==> src/rtl/pci_bus_arbiter.sv <==
// pci_bus_arbiter
//   Central round-robin arbiter for a shared PCI bus. It samples the active-low
//   requests, drives at most one active-low grant, detects bus idle from
//   FRAME/IRDY, keeps at least one all-high grant cycle between owners, and
//   revokes a grant that the master does not use within GNT_TIMEOUT cycles.
//
// Ports
//   i_clk          bus clock, all state changes on the rising edge
//   i_rst          asynchronous active-high reset
//   i_req          active-low requests, bit i = master i
//   i_frame        active-low FRAME (sampled)
//   i_irdy         active-low IRDY (sampled)
//   o_gnt          active-low grants, at most one bit low
//   o_owner        index of the current or most recently granted master
//   o_owner_valid  high while a grant bit is low
//   o_timeout_evt  one-cycle pulse when an unused grant is revoked
//
// state      | meaning
// -----------+-----------------------------------------------------------
// ST_IDLE    | no grant; grant the round-robin pick on the next edge
// ST_GRANTED | o_owner holds the grant; watch timeout, release, preempt
// ST_TURN    | turnaround: all grants high until the bus is sampled idle

module pci_bus_arbiter #(
  parameter int N_MASTERS   = 4,
  parameter int GNT_TIMEOUT = 16,
  parameter int OW          = 2
) (
  input  logic                 i_clk,
  input  logic                 i_rst,
  input  logic [N_MASTERS-1:0] i_req,
  input  logic                 i_frame,
  input  logic                 i_irdy,
  output logic [N_MASTERS-1:0] o_gnt,
  output logic [OW-1:0]        o_owner,
  output logic                 o_owner_valid,
  output logic                 o_timeout_evt
);

  typedef enum logic [1:0] {
    ST_IDLE    = 2'd0,
    ST_GRANTED = 2'd1,
    ST_TURN    = 2'd2
  } state_t;

  localparam int            CW       = $clog2(GNT_TIMEOUT + 1);
  localparam logic [CW-1:0] CNT_LAST = CW'(GNT_TIMEOUT - 1);
  localparam logic [CW-1:0] CNT_MAX  = '1;

  state_t                 r_state;
  logic [OW-1:0]          r_last;
  logic [CW-1:0]          r_cnt;
  logic                   r_started;

  logic [N_MASTERS-1:0]   w_req_act;
  logic [N_MASTERS-1:0]   w_own_oh;
  logic [N_MASTERS-1:0]   w_pick_oh;
  logic [OW-1:0]          w_pick;
  logic                   w_any;
  logic                   w_bus_idle;
  logic                   w_owner_req;
  logic                   w_others_req;
  logic                   w_exit_to;
  logic                   w_exit_done;
  logic                   w_exit_pre;

  // Request decode and round-robin pick. Only an explicit 0 counts as a
  // request, so X/Z bits never win. The search starts one past r_last; the
  // loop runs from the farthest candidate down so the nearest requester is
  // the last assignment and wins. Wrap is modulo N_MASTERS, so codes above
  // N_MASTERS-1 are never produced.
  always_comb begin
    w_req_act = '0;
    w_own_oh  = '0;
    w_pick_oh = '0;
    w_pick    = '0;
    w_any     = 1'b0;
    for (int i = 0; i < N_MASTERS; i++) begin
      w_req_act[i] = (i_req[i] == 1'b0);
      w_own_oh[i]  = (o_owner == OW'(i));
    end
    for (int l = 0; l < N_MASTERS; l++) begin
      if (r_last == OW'(l)) begin
        for (int k = N_MASTERS; k >= 1; k--) begin
          if (w_req_act[(l + k) % N_MASTERS]) begin
            w_pick = OW'((l + k) % N_MASTERS);
            w_any  = 1'b1;
          end
        end
      end
    end
    for (int i = 0; i < N_MASTERS; i++) begin
      w_pick_oh[i] = w_any && (w_pick == OW'(i));
    end
  end

  assign w_bus_idle   = (i_frame == 1'b1) && (i_irdy == 1'b1);
  assign w_owner_req  = |(w_req_act & w_own_oh);
  assign w_others_req = |(w_req_act & ~w_own_oh);

  // GRANTED exits, evaluated on registered cnt/started. The priority chain
  // in the FSM below takes timeout first, then owner release, then preempt.
  assign w_exit_to   = !r_started && (r_cnt == CNT_LAST);
  assign w_exit_done = !w_owner_req && w_bus_idle;
  assign w_exit_pre  = r_started && w_others_req;

  always_ff @(posedge i_clk or posedge i_rst) begin
    if (i_rst) begin
      r_state       <= ST_IDLE;
      r_last        <= OW'(N_MASTERS - 1);
      r_cnt         <= '0;
      r_started     <= 1'b0;
      o_gnt         <= '1;
      o_owner       <= '0;
      o_owner_valid <= 1'b0;
      o_timeout_evt <= 1'b0;
    end else begin
      o_timeout_evt <= 1'b0;
      case (r_state)
        ST_IDLE: begin
          o_gnt         <= '1;
          o_owner_valid <= 1'b0;
          if (w_any) begin
            o_gnt         <= ~w_pick_oh;
            o_owner       <= w_pick;
            o_owner_valid <= 1'b1;
            r_last        <= w_pick;
            r_cnt         <= '0;
            r_started     <= 1'b0;
            r_state       <= ST_GRANTED;
          end
        end

        ST_GRANTED: begin
          if (!r_started && (i_frame == 1'b0)) begin
            r_started <= 1'b1;
          end
          if (!r_started && (r_cnt != CNT_MAX)) begin
            r_cnt <= r_cnt + CW'(1);
          end
          if (w_exit_to) begin
            o_gnt         <= '1;
            o_owner_valid <= 1'b0;
            o_timeout_evt <= 1'b1;
            r_state       <= ST_TURN;
          end else if (w_exit_done || w_exit_pre) begin
            // On preempt the owner finishes its transaction under its own
            // latency timer; the turnaround state waits for the bus to idle.
            o_gnt         <= '1;
            o_owner_valid <= 1'b0;
            r_state       <= ST_TURN;
          end
        end

        ST_TURN: begin
          o_gnt         <= '1;
          o_owner_valid <= 1'b0;
          if (w_bus_idle) begin
            r_state <= ST_IDLE;
          end
        end

        default: begin
          o_gnt         <= '1;
          o_owner_valid <= 1'b0;
          r_state       <= ST_IDLE;
        end
      endcase
    end
  end

endmodule

==> config.mk <==
export PLATFORM = sky130hd
export DESIGN_NAME = pci_bus_arbiter
export DESIGN_NICKNAME = d
export VERILOG_FILES = /design/src/rtl/pci_bus_arbiter.sv
export SDC_FILE = /design/constraint.sdc
export NUM_CORES = 1
export LEC_CHECK = 0
export ABC_CLOCK_PERIOD_IN_PS = 5230
export CAP_MARGIN = 20
export CORE_MARGIN = 10
export CORE_UTILIZATION = 25
export CTS_CLUSTER_SIZE = 8
export DETAILED_ROUTE_END_ITERATION = 8
export SYNTH_ARGS = -nofsm -noshare
export SYNTH_HDL_FRONTEND = slang
export SYNTH_SLANG_ARGS = --single-unit
==> constraint.sdc <==
create_clock -name i_clk -period 5.23 [get_ports i_clk]
set_input_delay 1.046 -clock i_clk [delete_from_list [all_inputs] [get_ports i_clk]]
set_output_delay 1.046 -clock i_clk [all_outputs]
set_load 0.05 [all_outputs]
Word-level counts from Yosys, hierarchy flattened
Cells that the tools add are included.
Cells by class
  reductions and logical operators: 24
  bitwise logic cells: 9
  eq/ne operators: 18
  multiplexer cells: 60
  add/sub/neg operators: 1
Operator list (number)
  2-to-1 mux 2 bit: 23
  2-to-1 mux 1 bit: 27
  equality test 2 bit, second input constant: 7
  2-to-1 mux 4 bit: 3
  logical AND 1 bit: 10
  2-to-1 mux 5 bit: 2
  one-hot mux 5 bit (2 select lines): 1
  AND reduction 3 bit: 3
  AND 4 bit: 2
  equality test 2 x 1 -> 1 bit, second input constant: 4
  zero test 2 bit: 4
  inequality test 2 bit, second input constant: 4
  inverter 4 bit: 2
  one-hot mux 4 bit (2 select lines): 1
  OR reduction 4 bit: 2
  one-hot mux 2 bit (3 select lines): 1
  adder 5 x 1 -> 5 bit, second input constant: 1
  equality test 5 x 4 -> 1 bit, second input constant: 1
  inequality test 5 bit, second input constant: 1
  inverter 1 bit: 5
  one-hot mux 1 bit (2 select lines): 2
  inequality test 3 bit, second input constant: 1
  zero test 1 bit: 2
  AND reduction 2 bit: 1
  2 further kinds: 2
Word-level totals
  flip-flop bits (word level): 18
  bits of input ports: 8
  logic and storage cells: 120
  output and inout bits: 8

Longest topological paths before layout
Gate-level depths: netlist (run 1).
  word-level depth: 24
  depth in mapped cells: 7
  mapped depth without buffers: 7

Least setup slack after synthesis (run 1)
No wires, ideal clock.
  path kind: input -> register
  from: input i_req[0]
  to: register o_owner[0]
  data required time: 5.105 ns
  buffers on the path: 0
  stages on the path: 4
  setup slack: 3.178 ns
  setup time: 0.125 ns
  data arrival time: 1.927 ns
  cells stage by stage: nor2b_2 o21bai_1 a221o_1 mux2_2
On the way
  longest elaborated chain between the ends: 21
  elaborated cells between the ends (all ways): 35
  classes of those cells: mux (34); reduce/logical (1)
RTL lines
  start: declaration: line 31  | input logic [N_MASTERS-1:0] i_req,
  2-to-1 mux 1 bit (4 in a row): line 85  | if (w_req_act[(l + k) % N_MASTERS]) begin
  2-to-1 mux 1 bit: line 83  | if (r_last == OW'(l)) begin
  2-to-1 mux 1 bit (4 in a row): line 85
  2-to-1 mux 1 bit: line 83
  2-to-1 mux 1 bit (4 in a row): line 85
  2-to-1 mux 1 bit: line 83
  2-to-1 mux 1 bit (4 in a row): line 85
  2-to-1 mux 1 bit: line 83
  AND reduction 2 bit (no source line)
  end signal: assignment: line 125  | o_owner <= w_pick;
  end: declaration: line 35  | output logic [OW-1:0] o_owner,
Parallel ways exist; a longest one is shown, timed or not.
A chain may end at the register's enable or synchronous reset.

Worst setup path after layout (run 1)
  from: register o_gnt[3]
  to: output o_gnt[3]
RTL lines
  start: declaration: line 34  | output logic [N_MASTERS-1:0] o_gnt,
  start signal: assignment: line 124  | o_gnt <= ~w_pick_oh;
No word-level cell between the ends.

==> results.json, run 1 <==
{
  "status": "completed",
  "fin_tns_setup_ps": 0,
  "rows": 22,
  "synth_warnings": 0,
  "clock_skew_ps": 5.09,
  "num_vias": 782,
  "synth_flop_cell": "dfrtp_1",
  "p_comb_frac": 0.504,
  "drt_wl_total_um": 2300,
  "die_y_um": 83.3,
  "netlist_instances": 89,
  "worst_pin_slew_ps": 666,
  "cts.clk_slew.worst_paths_ps": 70,
  "critPathMaxFanout": 2,
  "nets": 120,
  "wl_per_cell_um": 14.7,
  "synthTopCellsByArea": "dfrtp_1 30%, dfstp_2 16%, a22oi_1 3.7%, ha_1 3.7%, mux2_2 3.4%",
  "synth_edf_count": 0,
  "yosysUniqueCellTypes": 44,
  "seq_area_frac_synth": 0.457,
  "relSlewSlack": 0.556,
  "critPathKind": "reg -> out",
  "coreArea_um2": 3770,
  "avgViaCountPerCell": 5.01,
  "post_cts_buffers": 0,
  "synth_top_cell_area_share": 0.300,
  "fin_crit_ps": 2640,
  "worstPathArrival_ps": 1600,
  "syn_nets": 100,
  "die_w_um": 83.3,
  "num_antenna_cells": 0,
  "rsz0062_at_grt": "no",
  "switching_share": 0.436,
  "fmax_mhz": 378,
  "crit_buf_inv": 1,
  "p_int_uw": 418,
  "hold_class": "reg -> reg",
  "syn-cell-area_um2": 1000,
  "hold_viol": 0,
  "min_from": "r_cnt[4]",
  "path_cells": "clkdlybuf4s50_1",
  "cp-start-kind": "flop",
  "clock_latency_ps": 250,
  "powerDensity_nw_per_um2": 591,
  "period_share": 0.506,
  "r2r-end": "r_cnt[0]",
  "cts_tree": "yes",
  "drtAntennaViolNets": 0,
  "drcViolationCount": 0,
  "maxSlewViolCount": 0,
  "drt-pass1-iter-count": 4,
  "maxCapViolCount": 0,
  "cts.path.max_buffers": 2,
  "ys_ff_latch": 18,
  "antenna_found_initial": 0,
  "grt_pass1_wl_um": 4090,
  "regToRegSetupSlack_ps": 3280,
  "power_switching_uw": 324,
  "setup_viol": 0,
  "slowest_delay_ps": 810,
  "io_pins": 16,
  "dp_cells": 152,
  "numCtsBuffers": 3,
  "grt_max_degree": 19,
  "stdcell_count": 156,
  "r2r_start": "r_cnt[0]",
  "synthArstFlopShare": 1.00,
  "htreeDepth": 1,
  "peakVddDrop_uv": 387,
  "crit_path_end_kind": "output port",
  "syn_to_final_growth_pct": 25.5,
  "whs_ps": 513,
  "yosysTopAreaCell": "dfrtp_1",
  "grt-ovfl-total": 0,
  "ctsHoldBuffers": 0,
  "synthTopCellsByCount": "12 x dfrtp_1, 7 x nor2_1, 6 x dfstp_2",
  "start_util": 0.266,
  "routabilityCongestion": 0.839,
  "p_clk_frac": 0.130,
  "dpl.hpwl_um": 1790,
  "grt_use_total": 0.0686,
  "hold_end": "r_cnt[4]",
  "ctsResizeCount": 0,
  "cp_slowest_cell": "clkdlybuf4s50_1",
  "leakagePower_uw": 0.000524,
  "cts.sink_count": 18,
  "synth.most_common_cell": "dfrtp_1",
  "crit_required_ps": 4180,
  "grt_pass1_vias": 829,
  "dieArea_um2": 6940,
  "clk_root_buffer_cell": "clkbuf_8",
  "avgSynthCellArea_um2": 11.3,
  "io_buffers": 15,
  "drtIter0Drc": 48,
  "rr_worst_depth": 6,
  "crit_family": "buffers and inverters",
  "min_path_cells": 2,
  "seq_power_share": 0.366,
  "drive_gt1_frac": 0.185
}
[cells in the final DEF (no fill, tap or decap), drive strengths merged, types with 4 or more instances in the layout]
master / instances
a22oi: 5
clkbuf: 4
clkdlybuf4s50: 15
dfrtp: 12
dfstp: 6
mux2: 4
nand2: 6
nor2: 7
[power by group through the flow]
stage	sequential (µW)	clock [µW]	combinational, µW
4_1_cts	270	101	380
3_3_place_gp	271	0	371
6_report	271	96.7	374
5_1_grt	281	109	409
3_5_place_dp	271	0	378
2_1_floorplan	344	0	190
[stage by stage]
stage	total power, µW	util	worst slack [ps]	cell area [µm²]
floorplan	533	-	3180	1000
global placement	642	0.322	2490	1210
detailed placement	650	0.322	2450	1210
CTS	751	0.333	2570	1260
global route	799	0.333	2540	1260
finish	743	0.333	2590	1260
[final cells by class]
class	count	area [µm²]
fill	384	2510
multi-input combinational	68	532
sequential	18	458
tap	48	60.1
timing repair buffer	15	150
clock buffer	4	45.0
inverter	3	12.5
[per-layer routing]
metal | global-route usage | wire (µm) | part of all wire
met1 | 0.0759 | 968 | 0.42
met2 | 0.115 | 1150 | 0.50
met3 | 0.0361 | 170 | 0.074
met4 | 0.0108 | 7 | 0.0030
met5 | 0 | 0 | 0
[flip-flops by register name, indices dropped and copies added, names as in the netlist]
register       cells
r_state            2
o_owner            2
r_started          1
r_last             2
o_gnt              4
r_cnt              5
o_owner_valid      1
o_timeout_evt      1
[logic make-up after synthesis]
logic type               synth area share
AND/OR/NAND/NOR                     0.212
AO/OA/AOI/OAI                       0.191
flip-flops                          0.457
multiplexers                       0.0812
buffers and inverters              0.0125
adder cells (fa/ha/maj)            0.0375
XOR/XNOR                          0.00874
[worst max path at each step]
stage          startpoint  depth (start not counted)    endpoint
2_1_floorplan    i_req[0]                          4  o_owner[0]
3_3_place_gp     i_req[0]                          5  o_owner[0]
3_5_place_dp     i_req[0]                          5  o_owner[0]
4_1_cts          o_gnt[3]                          1    o_gnt[3]
5_1_grt          o_gnt[3]                          1    o_gnt[3]
6_report         o_gnt[3]                          1    o_gnt[3]
No activity file was read; power rests on OpenSTA's default activity.
==> run 2, diff against run 1 <==
--- a/config.mk
+++ b/config.mk
@@ -5,7 +5,7 @@
 export SDC_FILE = /design/constraint.sdc
 export NUM_CORES = 1
 export LEC_CHECK = 0
-export ABC_CLOCK_PERIOD_IN_PS = 5230
+export ABC_CLOCK_PERIOD_IN_PS = 2500
 export CAP_MARGIN = 20
 export CORE_MARGIN = 10
 export CORE_UTILIZATION = 25
==> constraint.sdc (replaced) <==
create_clock -name i_clk -period 2.5 [get_ports i_clk]
set_input_delay 0.5 -clock i_clk [delete_from_list [all_inputs] [get_ports i_clk]]
set_output_delay 0.5 -clock i_clk [all_outputs]
set_load 0.05 [all_outputs]
==> run 2 against run 1 <==
Worst hold slack improved by 0.84 ps. Global-route usage is 0.10 points lower. First-iteration DRC count shrank 21%. Sequential power up 110%. Clock skew increased by 2.2 ps. Total power increased by 110%.
==> results.json, run 2 (same netlist as run 1, synthesis figures left out) <==
{
  "status": "completed",
  "crit_path_end_kind": "output port",
  "grt_max_degree": 19,
  "hold_viol": 0,
  "drive_gt1_frac": 0.194,
  "worstPathArrival_ps": 1610,
  "worst_pin_slew_ps": 693,
  "coreArea_um2": 3770,
  "powerDensity_nw_per_um2": 1250,
  "numCtsBuffers": 3,
  "final_common_cell": "clkdlybuf4s50_1",
  "slowest_delay_ps": 810,
  "cp_slowest_cell": "clkdlybuf4s50_1",
  "htreeDepth": 1,
  "grt_pass1_vias": 832,
  "grt-ovfl-total": 0,
  "fmax_mhz": 474,
  "maxCapViolCount": 0,
  "crit_required_ps": 2000,
  "path_cells": "clkdlybuf4s50_1",
  "wl_met3_um": 168,
  "ctsHoldBuffers": 0,
  "fin_crit_ps": 2110,
  "cts.path.max_buffers": 2,
  "wl_per_cell_um": 14.8,
  "critPathMaxFanout": 2,
  "rows": 22,
  "start_util": 0.266,
  "antenna_found_initial": 0,
  "drtAntennaViolNets": 0,
  "drt-pass1-iter-count": 4,
  "routabilityCongestion": 0.839,
  "crit_buf_inv": 1,
  "final.setup.worst_slack_ps": 392,
  "clk_root_buffer_cell": "clkbuf_8",
  "hold_class": "reg -> reg",
  "peakVddDrop_uv": 948,
  "dr_wl_met2_um": 1130,
  "num_antenna_cells": 0,
  "post_cts_buffers": 0,
  "dp_cells": 152,
  "crit_family": "buffers and inverters",
  "crit_cells": 1,
  "stdcell_count": 156,
  "drt_wl_total_um": 2310,
  "top_register": "r_cnt",
  "avgViaCountPerCell": 4.98,
  "stdcell_area_um2": 1270,
  "clock_skew_ps": 7.25,
  "ctsResizeCount": 0,
  "dpl_cell_area_um2": 1210,
  "min_path_cells": 2,
  "min_from": "r_cnt[4]",
  "top_regs": "r_cnt x5, o_gnt x4",
  "top_layer_used": "met3",
  "io_buffers": 15,
  "dieArea_um2": 6940,
  "startpoint": "o_gnt[3]",
  "drcViolationCount": 0,
  "io_pins": 16,
  "largest_reg_flops": 5,
  "rr_worst_depth": 6,
  "syn_to_final_growth_pct": 26.5,
  "leakagePower_uw": 0.000530,
  "grt_use_total": 0.0675,
  "die_y_um": 83.3,
  "place_ws_ps": 257,
  "final_cell_mix": "15 x clkdlybuf4s50_1, 12 x dfrtp_1, 7 x nor2_1",
  "wl_met1_um": 1020,
  "maxSlewViolCount": 0,
  "die_w_um": 83.3,
  "num_vias": 777,
  "rsz0062_at_grt": "no",
  "drtIter0Drc": 38,
  "clock_latency_ps": 250,
  "period_share": 0.843,
  "nets": 120,
  "dpl.hpwl_um": 1760,
  "setup_viol": 0,
  "grt_pass1_wl_um": 4090,
  "cts_tree": "yes",
  "cts.clk_slew.worst_paths_ps": 70,
  "whs_ps": 514,
  "critPathKind": "reg -> out",
  "cp-start-kind": "flop",
  "relSlewSlack": 0.538,
  "r2r_start": "r_cnt[0]",
  "cts.sink_count": 18,
  "fin_tns_setup_ps": 0
}
run 2: metal layers:
layer  track usage  up-vias
met5             0        -
met4             0        0
met3        0.0322        0
met2         0.111       19
met1        0.0824      380
li1              -      378
run 2: worst paths after layout:
| check | to | slack (ps) |
|---|---|---|
| setup / recovery | o_gnt[3] | 390 |
| hold / removal | r_cnt[4] | 510 |
| setup reg to reg | r_cnt[0] | 590 |
| hold reg to reg | r_cnt[4] | 510 |
| max in group asynchronous | o_owner_valid | 1390 |
| min in group asynchronous | r_cnt[3] | 660 |
run 2: power breakdown:
group | internal (µW) | total [µW] | switching (µW)
clock | 140 | 236 | 96.3
combinational | 327 | 782 | 455
sequential | 435 | 568 | 134
run 2: final cells by class:
cell class | count | area [µm²]
inverter | 3 | 12.5
multi-input combinational | 68 | 532
fill | 376 | 2500
clock buffer | 4 | 55.1
tap | 48 | 60.1
timing repair buffer | 15 | 150
sequential | 18 | 458
run 2: per-stage QoR:
stage	util	power, µW
final	0.336	1590
after CTS	0.336	1600
after floorplan	-	1120
after global placement	0.322	1340
after global routing	0.336	1700
after detailed placement	0.322	1360
